File: config.mk
export PLATFORM = sky130hd
export DESIGN_NAME = adder_tree_sequencer
export DESIGN_NICKNAME = d
export VERILOG_FILES = /design/src/rtl/hd_pkg.sv /design/src/rtl/pipelined_adder_tree_32.sv /design/src/rtl/adder_tree_sequencer.sv
export SDC_FILE = /design/constraint.sdc
export NUM_CORES = 1
export LEC_CHECK = 0
export CELL_PAD_IN_SITES_DETAIL_PLACEMENT = 1
export CELL_PAD_IN_SITES_GLOBAL_PLACEMENT = 1
export CORE_MARGIN = 2
export CORE_UTILIZATION = 42
export DETAILED_ROUTE_END_ITERATION = 12
export MAX_ROUTING_LAYER = met4
export PLACE_DENSITY_LB_ADDON = 0.1
export SKIP_LAST_GASP = 1
export SYNTH_ARGS = -nofsm -noshare
export SYNTH_HDL_FRONTEND = slang
export SYNTH_SLANG_ARGS = --single-unit
File: constraint.sdc
create_clock -name clk -period 16.5 [get_ports clk]
set_input_delay 1.65 -clock clk [delete_from_list [all_inputs] [get_ports clk]]
set_output_delay 1.65 -clock clk [all_outputs]
set_load 0.02 [all_outputs]
File: src/rtl/hd_pkg.sv
// Shared defaults and the sequencer state type for the HD feature-accumulation blocks.
package hd_pkg;

    localparam int HD_INPUT_WIDTH = 8;
    localparam int HD_DIM_WIDTH   = 16;
    localparam int HD_FTSIZE      = 32;
    localparam int HD_CNT_WIDTH   = 8;

    typedef enum logic [1:0] {
        StIdle,
        StAccum,
        StDrain,
        StDone
    } seq_state_t;

endpackage

File: src/rtl/pipelined_adder_tree_32.sv
// Registered reduction of one feature chunk plus a carried-in partial sum.
// The result wraps modulo 2^DIM_WIDTH; no saturation anywhere.
module pipelined_adder_tree_32
    import hd_pkg::*;
#(
    parameter int INPUT_WIDTH = HD_INPUT_WIDTH,
    parameter int DIM_WIDTH   = HD_DIM_WIDTH,
    parameter int FTSIZE      = HD_FTSIZE
) (
    input  logic                                clk,
    input  logic                                reset,
    input  logic [FTSIZE-1:0][INPUT_WIDTH-1:0]  in_chunk,
    input  logic signed [DIM_WIDTH-1:0]         last_in,
    output logic signed [DIM_WIDTH-1:0]         sum_out
);

    logic signed [DIM_WIDTH-1:0] sum_d;
    logic signed [DIM_WIDTH-1:0] sum_q;

    // Sign-extend every element and fold it onto the carried-in sum.
    always_comb begin
        sum_d = last_in;
        for (int i = 0; i < FTSIZE; i++) begin
            sum_d = sum_d + DIM_WIDTH'($signed(in_chunk[i]));
        end
    end

    // Output register; cleared by the block reset.
    always_ff @(posedge clk) begin
        if (reset) begin
            sum_q <= '0;
        end else begin
            sum_q <= sum_d;
        end
    end

    assign sum_out = sum_q;

endmodule

File: src/rtl/adder_tree_sequencer.sv
// Sequences a run of feature chunks through one adder tree and hands the
// accumulated dimension sum out over a valid/ready port.
// Optional build macro: HD_SEQ_PERF_EN adds saturating busy/stall cycle counters.
module adder_tree_sequencer
    import hd_pkg::*;
#(
    parameter int INPUT_WIDTH = HD_INPUT_WIDTH,
    parameter int DIM_WIDTH   = HD_DIM_WIDTH,
    parameter int FTSIZE      = HD_FTSIZE,
    parameter int CNT_WIDTH   = HD_CNT_WIDTH
) (
    input  logic                                clk,
    input  logic                                reset,
    input  logic                                start,
    input  logic [CNT_WIDTH-1:0]                cfg_num_chunks,
    input  logic                                in_valid,
    output logic                                in_ready,
    input  logic [FTSIZE-1:0][INPUT_WIDTH-1:0]  in_chunk,
    output logic                                out_valid,
    input  logic                                out_ready,
    output logic signed [DIM_WIDTH-1:0]         out_sum,
    output logic                                busy
`ifdef HD_SEQ_PERF_EN
    ,
    output logic [31:0]                         perf_busy_cycles,
    output logic [31:0]                         perf_stall_cycles
`endif
);

    localparam logic [CNT_WIDTH-1:0] CntOne = CNT_WIDTH'(1);

    seq_state_t state_q, state_d;
    logic [CNT_WIDTH-1:0] num_q, num_d;
    logic [CNT_WIDTH-1:0] cnt_q, cnt_d;
    logic [CNT_WIDTH-1:0] cnt_inc;
    logic                 first_q, first_d;
    logic signed [DIM_WIDTH-1:0] sum_q, sum_d;

    logic                               accept;
    logic [FTSIZE-1:0][INPUT_WIDTH-1:0] tree_chunk;
    logic signed [DIM_WIDTH-1:0]        tree_last;
    logic signed [DIM_WIDTH-1:0]        tree_sum;

    assign accept  = in_ready && in_valid;
    assign cnt_inc = cnt_q + CntOne;

    // Tree feed: bubbles add zero, and the first chunk starts from zero so a
    // stale sum from the previous run never leaks in.
    always_comb begin
        tree_chunk = accept ? in_chunk : '0;
        tree_last  = (first_q && accept) ? '0 : tree_sum;
    end

    pipelined_adder_tree_32 #(
        .INPUT_WIDTH (INPUT_WIDTH),
        .DIM_WIDTH   (DIM_WIDTH),
        .FTSIZE      (FTSIZE)
    ) u_tree (
        .clk      (clk),
        .reset    (reset),
        .in_chunk (tree_chunk),
        .last_in  (tree_last),
        .sum_out  (tree_sum)
    );

    // Next-state and handshake outputs.
    always_comb begin
        state_d   = state_q;
        num_d     = num_q;
        cnt_d     = cnt_q;
        first_d   = first_q;
        sum_d     = sum_q;
        in_ready  = 1'b0;
        out_valid = 1'b0;
        busy      = (state_q != StIdle);

        unique case (state_q)
            StIdle: begin
                if (start) begin
                    if (cfg_num_chunks != '0) begin
                        num_d   = cfg_num_chunks;
                        cnt_d   = '0;
                        first_d = 1'b1;
                        state_d = StAccum;
                    end else begin
                        sum_d   = '0;
                        state_d = StDone;
                    end
                end
            end
            StAccum: begin
                in_ready = 1'b1;
                if (in_valid) begin
                    first_d = 1'b0;
                    cnt_d   = cnt_inc;
                    if (cnt_inc == num_q) begin
                        state_d = StDrain;
                    end
                end
            end
            StDrain: begin
                // Tree register now holds the complete sum.
                sum_d   = tree_sum;
                cnt_d   = '0;
                state_d = StDone;
            end
            StDone: begin
                out_valid = 1'b1;
                if (out_ready) begin
                    state_d = StIdle;
                end
            end
            default: begin
                state_d = StIdle;
            end
        endcase
    end

    // State and datapath registers.
    always_ff @(posedge clk) begin
        if (reset) begin
            state_q <= StIdle;
            num_q   <= '0;
            cnt_q   <= '0;
            first_q <= 1'b0;
            sum_q   <= '0;
        end else begin
            state_q <= state_d;
            num_q   <= num_d;
            cnt_q   <= cnt_d;
            first_q <= first_d;
            sum_q   <= sum_d;
        end
    end

    assign out_sum = sum_q;

`ifdef HD_SEQ_PERF_EN
    logic [31:0] perf_busy_q;
    logic [31:0] perf_stall_q;

    // Saturating activity counters; only reset clears them.
    always_ff @(posedge clk) begin
        if (reset) begin
            perf_busy_q  <= '0;
            perf_stall_q <= '0;
        end else begin
            if (busy && (perf_busy_q != 32'hFFFF_FFFF)) begin
                perf_busy_q <= perf_busy_q + 32'd1;
            end
            if ((state_q == StAccum) && !in_valid && (perf_stall_q != 32'hFFFF_FFFF)) begin
                perf_stall_q <= perf_stall_q + 32'd1;
            end
        end
    end

    assign perf_busy_cycles  = perf_busy_q;
    assign perf_stall_cycles = perf_stall_q;
`endif

endmodule

==> Flow_metrics.wiki, run 1 <==
{| class="wikitable"
! Metric !! Value
|-
| Result of the run || finished, final reports clean
|-
| Area share of the largest cell type after synthesis || 52.08%
|-
| Cell count after placement || between 1.5k and 2k
|-
| Clock insertion delay at the later pin of the skew report || 0.30 ns
|-
| Effective utilization at floorplan || 42.81%
|-
| Horizontal die dimension || 170.0 um
|-
| Gate count after technology mapping || 1241
|-
| Cell area after layout || 14870 um2
|-
| Post-CTS Setup Inserts || 0
|-
| Fraction of final layout cells with drive strength greater than 1 || 1.682%
|-
| Post-detailed-routing wire length || 34.12 mm
|-
| Count of pins over their slew limit || 0
|-
| Part of the Yosys area used for sequential elements || 8.824%
|-
| Syn_area_per_cell || 9.324 um2
|-
| Crit Path Max Fanout || 111
|-
| Full die area || 28890 um2
|-
| Sum Neg Setup Slack || 0 ns
|-
| Worst-case register-to-register setup slack || 7.19 ns
|-
| Post-Route Skew || between 0.006 and 0.007 ns
|-
| Number of buffer cells added on primary ports || 287
|-
| Root Driver || clkbuf_16
|-
| Post-cts gate resize count || 0
|-
| Dominant cell type by area after synthesis || fa_1
|-
| Clock tree from TritonCTS || yes
|-
| Area of the core || 27030 um2
|-
| Worst rel slew slack || 21.89%
|-
| Largest net degree at the start of global routing || 120
|-
| Synthesis-stage register bit count || 51
|-
| R2R depth || 28
|-
| Cell Count, Final, Fillers Out || roughly 1.8k
|-
| Unrepaired setup endpoints after global routing || false
|-
| DRC violations left || 0
|-
| Endpoint of the worst-slack reg-to-reg timing path || u_tree.sum_out[15]$_SDFF_PP0_
|-
| Num ports || between 200 and 300
|-
| Placed cell area || 14680 um2
|-
| Layout net count || 2094
|-
| Routability Congestion || 0.8516
|-
| Transition time at the pin with the least slew margin || 1.172 ns
|-
| Post-Synthesis Net Count || 1850
|-
| HP Class || register to register
|-
| Number of vias per cell || 4.908
|-
| Final global-route overflow total || 0
|-
| # hold bufs at CTS || 0
|-
| Via count of the first global-routing pass || ~10k
|-
| Synthesized area || roughly 12000 um2
|-
| Via count || around 9k
|-
| Count of distinct cell types in the synthesized netlist || 44
|-
| Vert. Die Dim || 170.0 um
|-
| Leading cell types by total area after synthesis || fa_1 (52%), inv_1 (9.5%), dfxtp_1 (8.8%), nand2_1 (5.8%), and3_1 (5.8%)
|-
| Per-cell routed wire length || 18.55 um
|-
| Achievable clock frequency || 99.93 MHz
|-
| Ys async rst share || 0%
|-
| Critical path required time || 16.72 ns
|-
| Worst Setup Slack, final || 6.493 ns
|-
| Gr usage total || 25.41%
|-
| Critical path destination || u_tree.sum_out[15]$_SDFF_PP0_
|-
| Number of synthesized flops with an enable pin || 0
|-
| Type of destination of the critical path || register
|-
| Yosys warns || 0
|-
| Max-capacitance violation count || 0
|-
| Critical path launch point type || input pin
|-
| Final Hold Vio Count || 0
|-
| Worst R2R Start || state_q[1]$_SDFFE_PP0P_
|-
| Final HPWL DP || 29.60 mm
|-
| Data arrival time at the worst-slack endpoint || 10.22 ns
|-
| Most frequently used flop master after synthesis || dfxtp_1
|-
| Wire length of the first global-routing pass || 55.34 mm
|-
| Final-report setup violation count || 0
|-
| Total of fill cells in the finished design || 3111
|-
| Area delta synth->final || 28.50%
|-
| Crit Path Class || input pin to register
|-
| TritonRoute pass-1 iters || 4
|-
| Number of violations reported at the end of detailed-routing iteration 0 || 318
|-
| TritonCTS buffer count || 5
|-
| Clock-pin slew reported for the worst setup and hold paths after clock tree synthesis || 0.07 ns
|-
| Setup Slack @ Placement || 6.157 ns
|-
| Total clock sinks || 51
|-
| Antenna violations before repair || 8
|-
| Deepest clock path buffer count || 2
|-
| Critical path launch point || in_valid
|-
| Clock period minus worst slack || 10.01 ns
|-
| Std-Cell Rows || 60
|-
| Share of the clock period used by the worst path || 60.65%
|-
| CTS H-Tree Depth || 2
|-
| Residual antenna-violating net count after detailed routing || 0
|}
[cell usage in the layout (no fill, tap or decap), drive strengths merged, types with 2 or more instances in the layout]
| cell type | netlist | routed |
|---|---|---|
| fa | 301 | 301 |
| inv | 293 | 294 |
| clkdlybuf4s50 | 0 | 285 |
| nand2 | 179 | 179 |
| and3 | 107 | 107 |
| dfxtp | 51 | 51 |
| ha | 39 | 39 |
| a21oi | 36 | 36 |
| nand3 | 25 | 25 |
| nor2 | 24 | 24 |
| and2 | 19 | 19 |
| xnor2 | 16 | 16 |
| diode | 0 | 13 |
| a21o | 12 | 12 |
| nor2b | 10 | 10 |
| o21ai | 9 | 9 |
| xor2 | 8 | 8 |
| nor3 | 8 | 8 |
| o21a | 7 | 7 |
| mux2i | 7 | 7 |
| a211oi | 6 | 6 |
| buf | 2 | 6 |
| clkbuf | 52 | 5 |
| nand2b | 4 | 4 |
| or3 | 4 | 4 |
| nor4 | 3 | 3 |
| o211ai | 2 | 2 |
| o2111ai | 2 | 2 |
| a31oi | 2 | 2 |
| a311oi | 2 | 2 |
| or4 | 2 | 2 |
[state kept, by name, summed over array words and instances, names as in the netlist]
| signal | count |
|---|---|
| out_sum | 16 |
| cnt_q | 8 |
| u_tree.sum_out | 16 |
| first_q | 1 |
| state_q | 2 |
| num_q | 8 |
[synth_stat cells (all sizes together), types with 2 or more instances]
cell	number
a311oi	2
or4	2
fa	301
xor2	8
or3	4
mux2i	7
a21oi	36
and2	19
o211ai	2
nor2	24
nand2	179
a211oi	6
xnor2	16
o21a	7
buf	2
nor3	8
clkbuf	52
nand3	25
dfxtp	51
a31oi	2
nor4	3
nor2b	10
nand2b	4
ha	39
o21ai	9
and3	107
inv	293
o2111ai	2
a21o	12
[logic make-up (layout without fill, tap and decap cells)]
group,count (synthesis),in the layout,synth area share (%)
AOI/OAI and AO/OA,82,82,4.401
xor gates and xnor gates,25,25,2.011
adders and majority gates,340,340,56.29
buffers and inverters,347,592,11.33
DFF,51,51,8.824
muxes,8,8,0.7029
other,0,13,0
and+or+nand+nor,388,388,16.44
[routing by layer]
layer	routed length [um]	share of wire (%)	vias to the layer above	track usage, %
met5	0	0	-	-
met4	523	1.5	0	4.905
met3	1877	5.5	27	4.093
met2	17520	51	198	43.16
met1	14200	42	4613	32.53
li1	-	-	4193	-
[area by class of cell]
| cell class | instances | area, um2 | share of cell area (%) |
|---|---|---|---|
| multi-input cells | 843 | 9244 | 62.17 |
| repair buffers | 291 | 2893 | 19.45 |
| inverters | 293 | 1100 | 7.396 |
| flip-flops and latches | 51 | 1021 | 6.866 |
| well taps | 341 | 426.7 | 2.869 |
| clock buffers | 5 | 125.1 | 0.8415 |
| diodes | 13 | 32.53 | 0.2188 |
| clock inverters | 3 | 27.53 | 0.1851 |
[worst min-delay path by stage]
stage	slack, ns	endpoint	from	cells past startpoint
3_5_place_dp	0.45	out_sum[13]$_SDFFE_PP0P_	out_sum[13]$_SDFFE_PP0P_	2
5_1_grt	0.49	out_sum[11]$_SDFFE_PP0P_	out_sum[11]$_SDFFE_PP0P_	2
6_report	0.46	out_sum[13]$_SDFFE_PP0P_	out_sum[13]$_SDFFE_PP0P_	2
4_1_cts	0.47	out_sum[13]$_SDFFE_PP0P_	out_sum[13]$_SDFFE_PP0P_	2
3_3_place_gp	0.44	out_sum[10]$_SDFFE_PP0P_	out_sum[10]$_SDFFE_PP0P_	2
2_1_floorplan	0.44	out_sum[0]$_SDFFE_PP0P_	u_tree.sum_out[0]$_SDFF_PP0_	2
[worst max-delay path, stage by stage]
cell,delay (ns)
buf_2,0.07
buf_4,0.68
and2_4,0.87
buf_4,0.64
nand2_1,0.17
fa_1,0.56
inv_1,0.06
fa_1,0.51
inv_1,0.05
fa_1,0.47
fa_1,0.49
inv_1,0.05
fa_1,0.50
inv_1,0.06
fa_1,0.56
fa_1,0.45
fa_1,0.44
inv_1,0.07
ha_1,0.17
inv_1,0.07
fa_1,0.43
nor2b_1,0.20
o21bai_1,0.11
a21oi_1,0.31
o2111ai_1,0.17
and3_1,0.21
nor3_1,0.11
[per-stage QoR]
step | hold slack [ns] | utilization, %
2_1_floorplan | 0.4433 | -
3_3_place_gp | 0.4399 | 54.33
3_5_place_dp | 0.4500 | 54.33
4_1_cts | 0.4654 | 54.90
5_1_grt | 0.4875 | 54.99
6_report | 0.4574 | 55.02
Power of run 1 is not shown: default switching activity piles up to over one toggle a cycle in this logic, so the estimate is an artifact.
==> inputs of run 2 (changes only) <==
CORE_UTILIZATION = 35   (was 42)
clock period = 9 ns   (was 16.5 ns; I/O delays follow)
==> run 2 against run 1 <==
Effect of this change:
- register-to-register slack lost 6.0 ns
- utilization shrank 8.8 points
- wire length grew 0.28%
- clock skew shrank 0.0038 ns
- clock-buffer cell count is the same
- design area grew 1.1%
- flip-flop and latch count is the same
- highest routed layer unchanged
- largest cell class unchanged
- worst setup slack lost 5.3 ns
- die area grew 20%
- non-clock buffer count grew 2
- critical path type is now register to register
==> Flow_metrics.wiki, run 2 (synthesis results as in run 1) <==
{| class="wikitable"
! Metric !! Value
|-
| Clock period minus worst slack || 7.833 ns
|-
| Data arrival time at the worst-slack endpoint || 8.05 ns (-2.17 ns)
|-
| Achievable clock frequency || between 100 and 150 MHz
|-
| Top library cells by usage in the layout, fill and taps aside || fa_1 (301), inv_1 (293), clkdlybuf4s50_1 (285), nand2_1 (179), and3_1 (107)
|-
| Final global-route overflow total || 0 (unchanged)
|-
| Crit Path Max Fanout || 38 (-66%)
|-
| CTS H-Tree Depth || 2 (unchanged)
|-
| Via count of the first global-routing pass || 10.28k (-2.1%)
|-
| TritonRoute pass-1 iters || 4 (unchanged)
|-
| Post-CTS Setup Inserts || 0 (unchanged)
|-
| Post-cts gate resize count || 0 (unchanged)
|-
| Critical path destination || u_tree.sum_out[15]$_SDFF_PP0_
|-
| Critical path launch point || state_q[1]$_SDFFE_PP0P_
|-
| Total clock sinks || 51 (unchanged)
|-
| Final Hold Vio Count || 0 (unchanged)
|-
| Result of the run || finished, final reports clean
|-
| Routability Congestion || 0.8495 (-0.25%)
|-
| Type of destination of the critical path || register
|-
| Area of the core || 32540 um2 (+20%)
|-
| Endpoint of the worst-slack reg-to-reg timing path || u_tree.sum_out[15]$_SDFF_PP0_
|-
| Horizontal die dimension || 185.8 um (+9.3%)
|-
| Worst-case register-to-register setup slack || 1.17 ns (-6.02 ns)
|-
| Effective utilization at floorplan || 35.56% (-7.3 points)
|-
| Critical path required time || 9.21 ns (-7.51 ns)
|-
| Layout net count || 2096 (+0.096%)
|-
| Clock tree from TritonCTS || yes
|-
| Depth of the critical timing path with buffers and inverters included || 25 (-7.4%)
|-
| Number of buffer cells added on primary ports || 287 (unchanged)
|-
| Transition time at the pin with the least slew margin || 1.211 ns (+0.03905 ns)
|-
| Worst R2R Start || state_q[1]$_SDFFE_PP0P_
|-
| Fraction of final layout cells with drive strength greater than 1 || 1.815% (+0.13 points)
|-
| Share of the clock period used by the worst path || slightly below 90%
|-
| Clock insertion delay at the later pin of the skew report || 0.29 ns (about the same)
|-
| Critical path launch point type || register
|-
| Residual antenna-violating net count after detailed routing || 0 (unchanged)
|-
| Critical path's most frequent cell || fa_1
|-
| # hold bufs at CTS || 0 (unchanged)
|-
| Post-detailed-routing wire length || 34.22 mm (+0.28%)
|-
| Largest delay contributor family on the critical path || adder cells
|-
| Full die area || 34530 um2 (+20%)
|-
| Num ports || 288 (unchanged)
|-
| Crit Path Class || register to register
|-
| Max-capacitance violation count || 0 (unchanged)
|-
| Root Driver || clkbuf_16
|-
| Unrepaired setup endpoints after global routing || false
|-
| DRC violations left || 0 (unchanged)
|-
| Post-Route Skew || 0.002811 ns (-0.003801 ns)
|-
| Area delta synth->final || 29.97%
|-
| Clock-pin slew reported for the worst setup and hold paths after clock tree synthesis || 0.07 ns (about the same)
|-
| Std-Cell Rows || 66 (+10%)
|-
| Count of pins over their slew limit || 0 (unchanged)
|-
| Antenna violations before repair || 2 (-6)
|-
| Number of vias per cell || 4.603 (-6.2%)
|-
| Most common library cell in the layout ignoring fill and taps || fa_1
|-
| TritonCTS buffer count || 5 (unchanged)
|-
| Sum Neg Setup Slack || 0 ns (unchanged)
|-
| Largest net degree at the start of global routing || 107 (-11%)
|-
| Via count || 8907 (-1.4%)
|-
| Deepest clock path buffer count || 2 (unchanged)
|-
| Per-cell routed wire length || 17.68 um (-4.6%)
|-
| Number of violations reported at the end of detailed-routing iteration 0 || 250 (-21%)
|-
| Worst rel slew slack || 19.29% (-2.6 points)
|-
| Gr usage total || 21.37% (-4.0 points)
|-
| Wire length of the first global-routing pass || 55.41 mm (+0.12%)
|-
| Final-report setup violation count || 0 (unchanged)
|-
| CP max stage cell || fa_1
|-
| HP Class || register to register
|-
| Vert. Die Dim || 185.8 um (+9.3%)
|-
| R2R depth || 25 (-11%)
|-
| Crit path largest cell delay || 0.57 ns (-0.30 ns)
|-
| Final hold slack || 0.4598 ns (+0.002411 ns)
|-
| Final HPWL DP || 30.14 mm (+1.8%)
|-
| Count of buffering cells on the critical path with inverters included || 6 (-3)
|}
==> run 2: layer usage <==
metal | GRT usage (%) | up-vias | part of all wire [%]
li1 | - | 4189 | -
met2 | 36.01 | 172 | 50
met4 | 2.047 | 0 | 0.68
met1 | 29.26 | 4534 | 45
met3 | 1.859 | 12 | 3.7
met5 | - | - | 0
==> run 2: worst min-delay path, delay by kind of cell (launching register included) <==
family | cells | cell delay (ns)
AO/OA/AOI/OAI | 1 | 0.05
flip-flops | 1 | 0.31
AND/OR/NAND/NOR | 1 | 0.05
==> run 2: worst min-delay path by stage <==
stage               cells past startpoint                       end  slack [ns]                          from
detailed placement                      2  out_sum[13]$_SDFFE_PP0P_        0.45      out_sum[13]$_SDFFE_PP0P_
finish                                  2  out_sum[13]$_SDFFE_PP0P_        0.46      out_sum[13]$_SDFFE_PP0P_
global placement                        2  out_sum[14]$_SDFFE_PP0P_        0.44      out_sum[14]$_SDFFE_PP0P_
global route                            2  out_sum[13]$_SDFFE_PP0P_        0.49      out_sum[13]$_SDFFE_PP0P_
CTS                                     2  out_sum[13]$_SDFFE_PP0P_        0.47      out_sum[13]$_SDFFE_PP0P_
floorplan                               2   out_sum[0]$_SDFFE_PP0P_        0.44  u_tree.sum_out[0]$_SDFF_PP0_
==> run 2: stage by stage <==
step | util, % | setup slack (ns) | cells | cell area [um2]
after detailed placement | 45.71 | 0.9928 | 1922 | 14870
after floorplan | - | 1.193 | 1241 | 11570
final | 46.22 | 1.167 | 1935 | 15040
after CTS | 46.19 | 1.139 | 1930 | 15030
after global routing | 46.20 | 0.5923 | 1932 | 15030
after global placement | 45.71 | 1.127 | 1922 | 14870
==> run 2: cell type report <==
type / count / area [um2]
well taps: 442 / 553.0
diodes: 5 / 12.51
multi-input cells: 843 / 9254
clock inverters: 3 / 28.78
inverters: 293 / 1100
repair buffers: 293 / 2945
fillers: 3764 / 17500
flip-flops and latches: 51 / 1021
clock buffers: 5 / 125.1
Power of run 2 is left out for the same reason.
==> RTL edit (config.mk and constraints of run 2) <==
`sum_q` no longer has a reset.
--- a/src/rtl/adder_tree_sequencer.sv
+++ b/src/rtl/adder_tree_sequencer.sv
@@ -123,14 +123,16 @@
             num_q   <= '0;
             cnt_q   <= '0;
             first_q <= 1'b0;
-            sum_q   <= '0;
         end else begin
             state_q <= state_d;
             num_q   <= num_d;
             cnt_q   <= cnt_d;
             first_q <= first_d;
-            sum_q   <= sum_d;
         end
+    end
+
+    always_ff @(posedge clk) begin
+        sum_q <= sum_d;
     end
 
     assign out_sum = sum_q;
Function: changed (a bounded check fails within 4 cycles, from zero or initial values and one cycle with reset high; the reset may be asserted at any time).
==> RTL edit against run 2 <==
Via count decreased by 1.5%; worst setup slack got worse by 510 ps; global-route usage decreased by 1.6 points; routed wire length decreased by 5.1%; cell area increased by 0.74%; sequential cell count unchanged; area after synthesis increased by 1.1%; highest routed layer unchanged.
Power is not shown: default switching activity piles up to over one toggle a cycle in this logic, so the estimate is an artifact.
==> RTL edit: results (changes against run 2) <==
- Reg-to-reg slack, setup: 660 ps (was 1170 ps)
- Drt total wl: 32500 um (was 34200 um)
- Number of post-CTS setup repair buffers: 0 (unchanged)
- Hold WS: 469 ps (was 460 ps)
- Post-cts sizing count: 0 (unchanged)
- Vias/cell: 4.58 (was 4.60)
- Post-Layout Cell Count: 1917 (was 1935)
- Number of synthesized flops with an enable pin: 16 (was 0)
- Num CTS Buffers: 5 (unchanged)
- H-Tree Level Count: 2 (unchanged)
- Synth top area cells: fa_1, inv_1, dfxtp_1 (unchanged)
- CTS root buf: clkbuf_16 (unchanged)
- GRT Overall Usage: 19.7% (was 21.4%)
- Fillers: 3740 (was 3764)
- Clock Path Buffers: 2 (unchanged)
- Hold/Removal Path Class: reg -> reg (unchanged)
- Slew @ Worst Pin: 961 ps (was 1210 ps)
- Initial DRC count: 225 (was 250)
- Seq/Total Area, Yosys: 10.1% (was 8.82%)
- Detailed placement HPWL: 29200 um (was 30100 um)
- CTS clk-pin slew, worst paths: 70 ps (about the same)
- Post-synth net total: 1830 (was 1850)
- Crit Path Max Fanout: 81 (was 38)
- Ys async rst share: 0% (unchanged)
- Syn. warnings: 0 (unchanged)
- Antenna violations before repair: 2 (unchanged)
- Layout cells sized above 1: 2.11% (was 1.81%)
- Clk_lat worst skew: 290 ps (about the same)
- Port bufs: 287 (unchanged)
- Largest net degree at the start of global routing: 89 (was 107)
- First-pass GRT wire length: 52900 um (was 55400 um)
- Gpl congestion: 0.823 (was 0.850)
- Top_reg_cell synth: dfxtp_1 (unchanged)
- Vias in the first global route: 10100 (was 10300)
- Syn_area_per_cell: 9.59 um^2 (was 9.32 um^2)
- Layout net count: 2080 (was 2096)
- Distinct cells, synth: 59 (was 44)
- Pre-Repair DR Iteration Count: 4 (unchanged)
- Status: finished clean (unchanged)
- Top cells by count, synth: fa_1, inv_1, nand2_1 (unchanged)
- Clock Skew: 4.72 ps (was 2.81 ps)
-- RTL edit: area by class of cell --
cell class / count / area share, %
clock buffers: 6 / 0.851
multi-input cells: 823 / 60.9
well taps: 442 / 3.65
flip-flops and latches: 51 / 7.80
repair buffers: 294 / 19.4
clock inverters: 2 / 0.0826
diodes: 3 / 0.0495
inverters: 296 / 7.33
-- RTL edit: path summary, 6_finish.rpt --
kind                      startpoint                             to  cells past startpoint
max          state_q[0]$_SDFFE_PP0P_  u_tree.sum_out[14]$_SDFF_PP0_                     22
min            num_q[5]$_SDFFE_PP0P_          num_q[5]$_SDFFE_PP0P_                      2
max reg2reg  state_q[0]$_SDFFE_PP0P_  u_tree.sum_out[14]$_SDFF_PP0_                     22
min reg2reg    num_q[5]$_SDFFE_PP0P_          num_q[5]$_SDFFE_PP0P_                      2
-- RTL edit: kinds of logic after synthesis --
kind of cell | share of synthesized area [%]
AOI/OAI and AO/OA | 3.99
DFF | 10.1
and+or+nand+nor | 16.4
adders and majority gates | 55.7
muxes | 0.192
buffers and inverters | 11.3
xor gates and xnor gates | 2.36
-- RTL edit: through the flow --
step                      utilization, %  instance area (um^2)  setup slack (ps)
after detailed placement            45.9                 15000               483
after global placement              45.9                 15000               619
final                               46.3                 15200               658
after floorplan                        -                 11700              1230
after global routing                46.3                 15100               171
after CTS                           46.3                 15100               602
-- RTL edit: routing by layer --
metal  up-vias  GRT usage [%]  share of wire (%)
met4         0           1.59               0.34
li1       4124              -                  -
met3         8           2.21                3.1
met5         -              -                  0
met2       155           36.9                 56
met1      4484           23.8                 40
-- RTL edit: worst max-delay path, cell delays in order (launching register included) --
cell and delay [ps]:
dfxtp_1 460, ha_4 470, buf_4 590, and3_1 750, fa_1 570, fa_1 540, inv_1 50, fa_1 500
inv_1 70, fa_1 450, fa_1 520, fa_1 460, fa_1 510, inv_1 50, fa_1 470, inv_1 50
ha_1 380, a21o_1 170, nor3_1 50, o21a_1 100, nor3_1 400, o311a_1 220, mux2_1 310
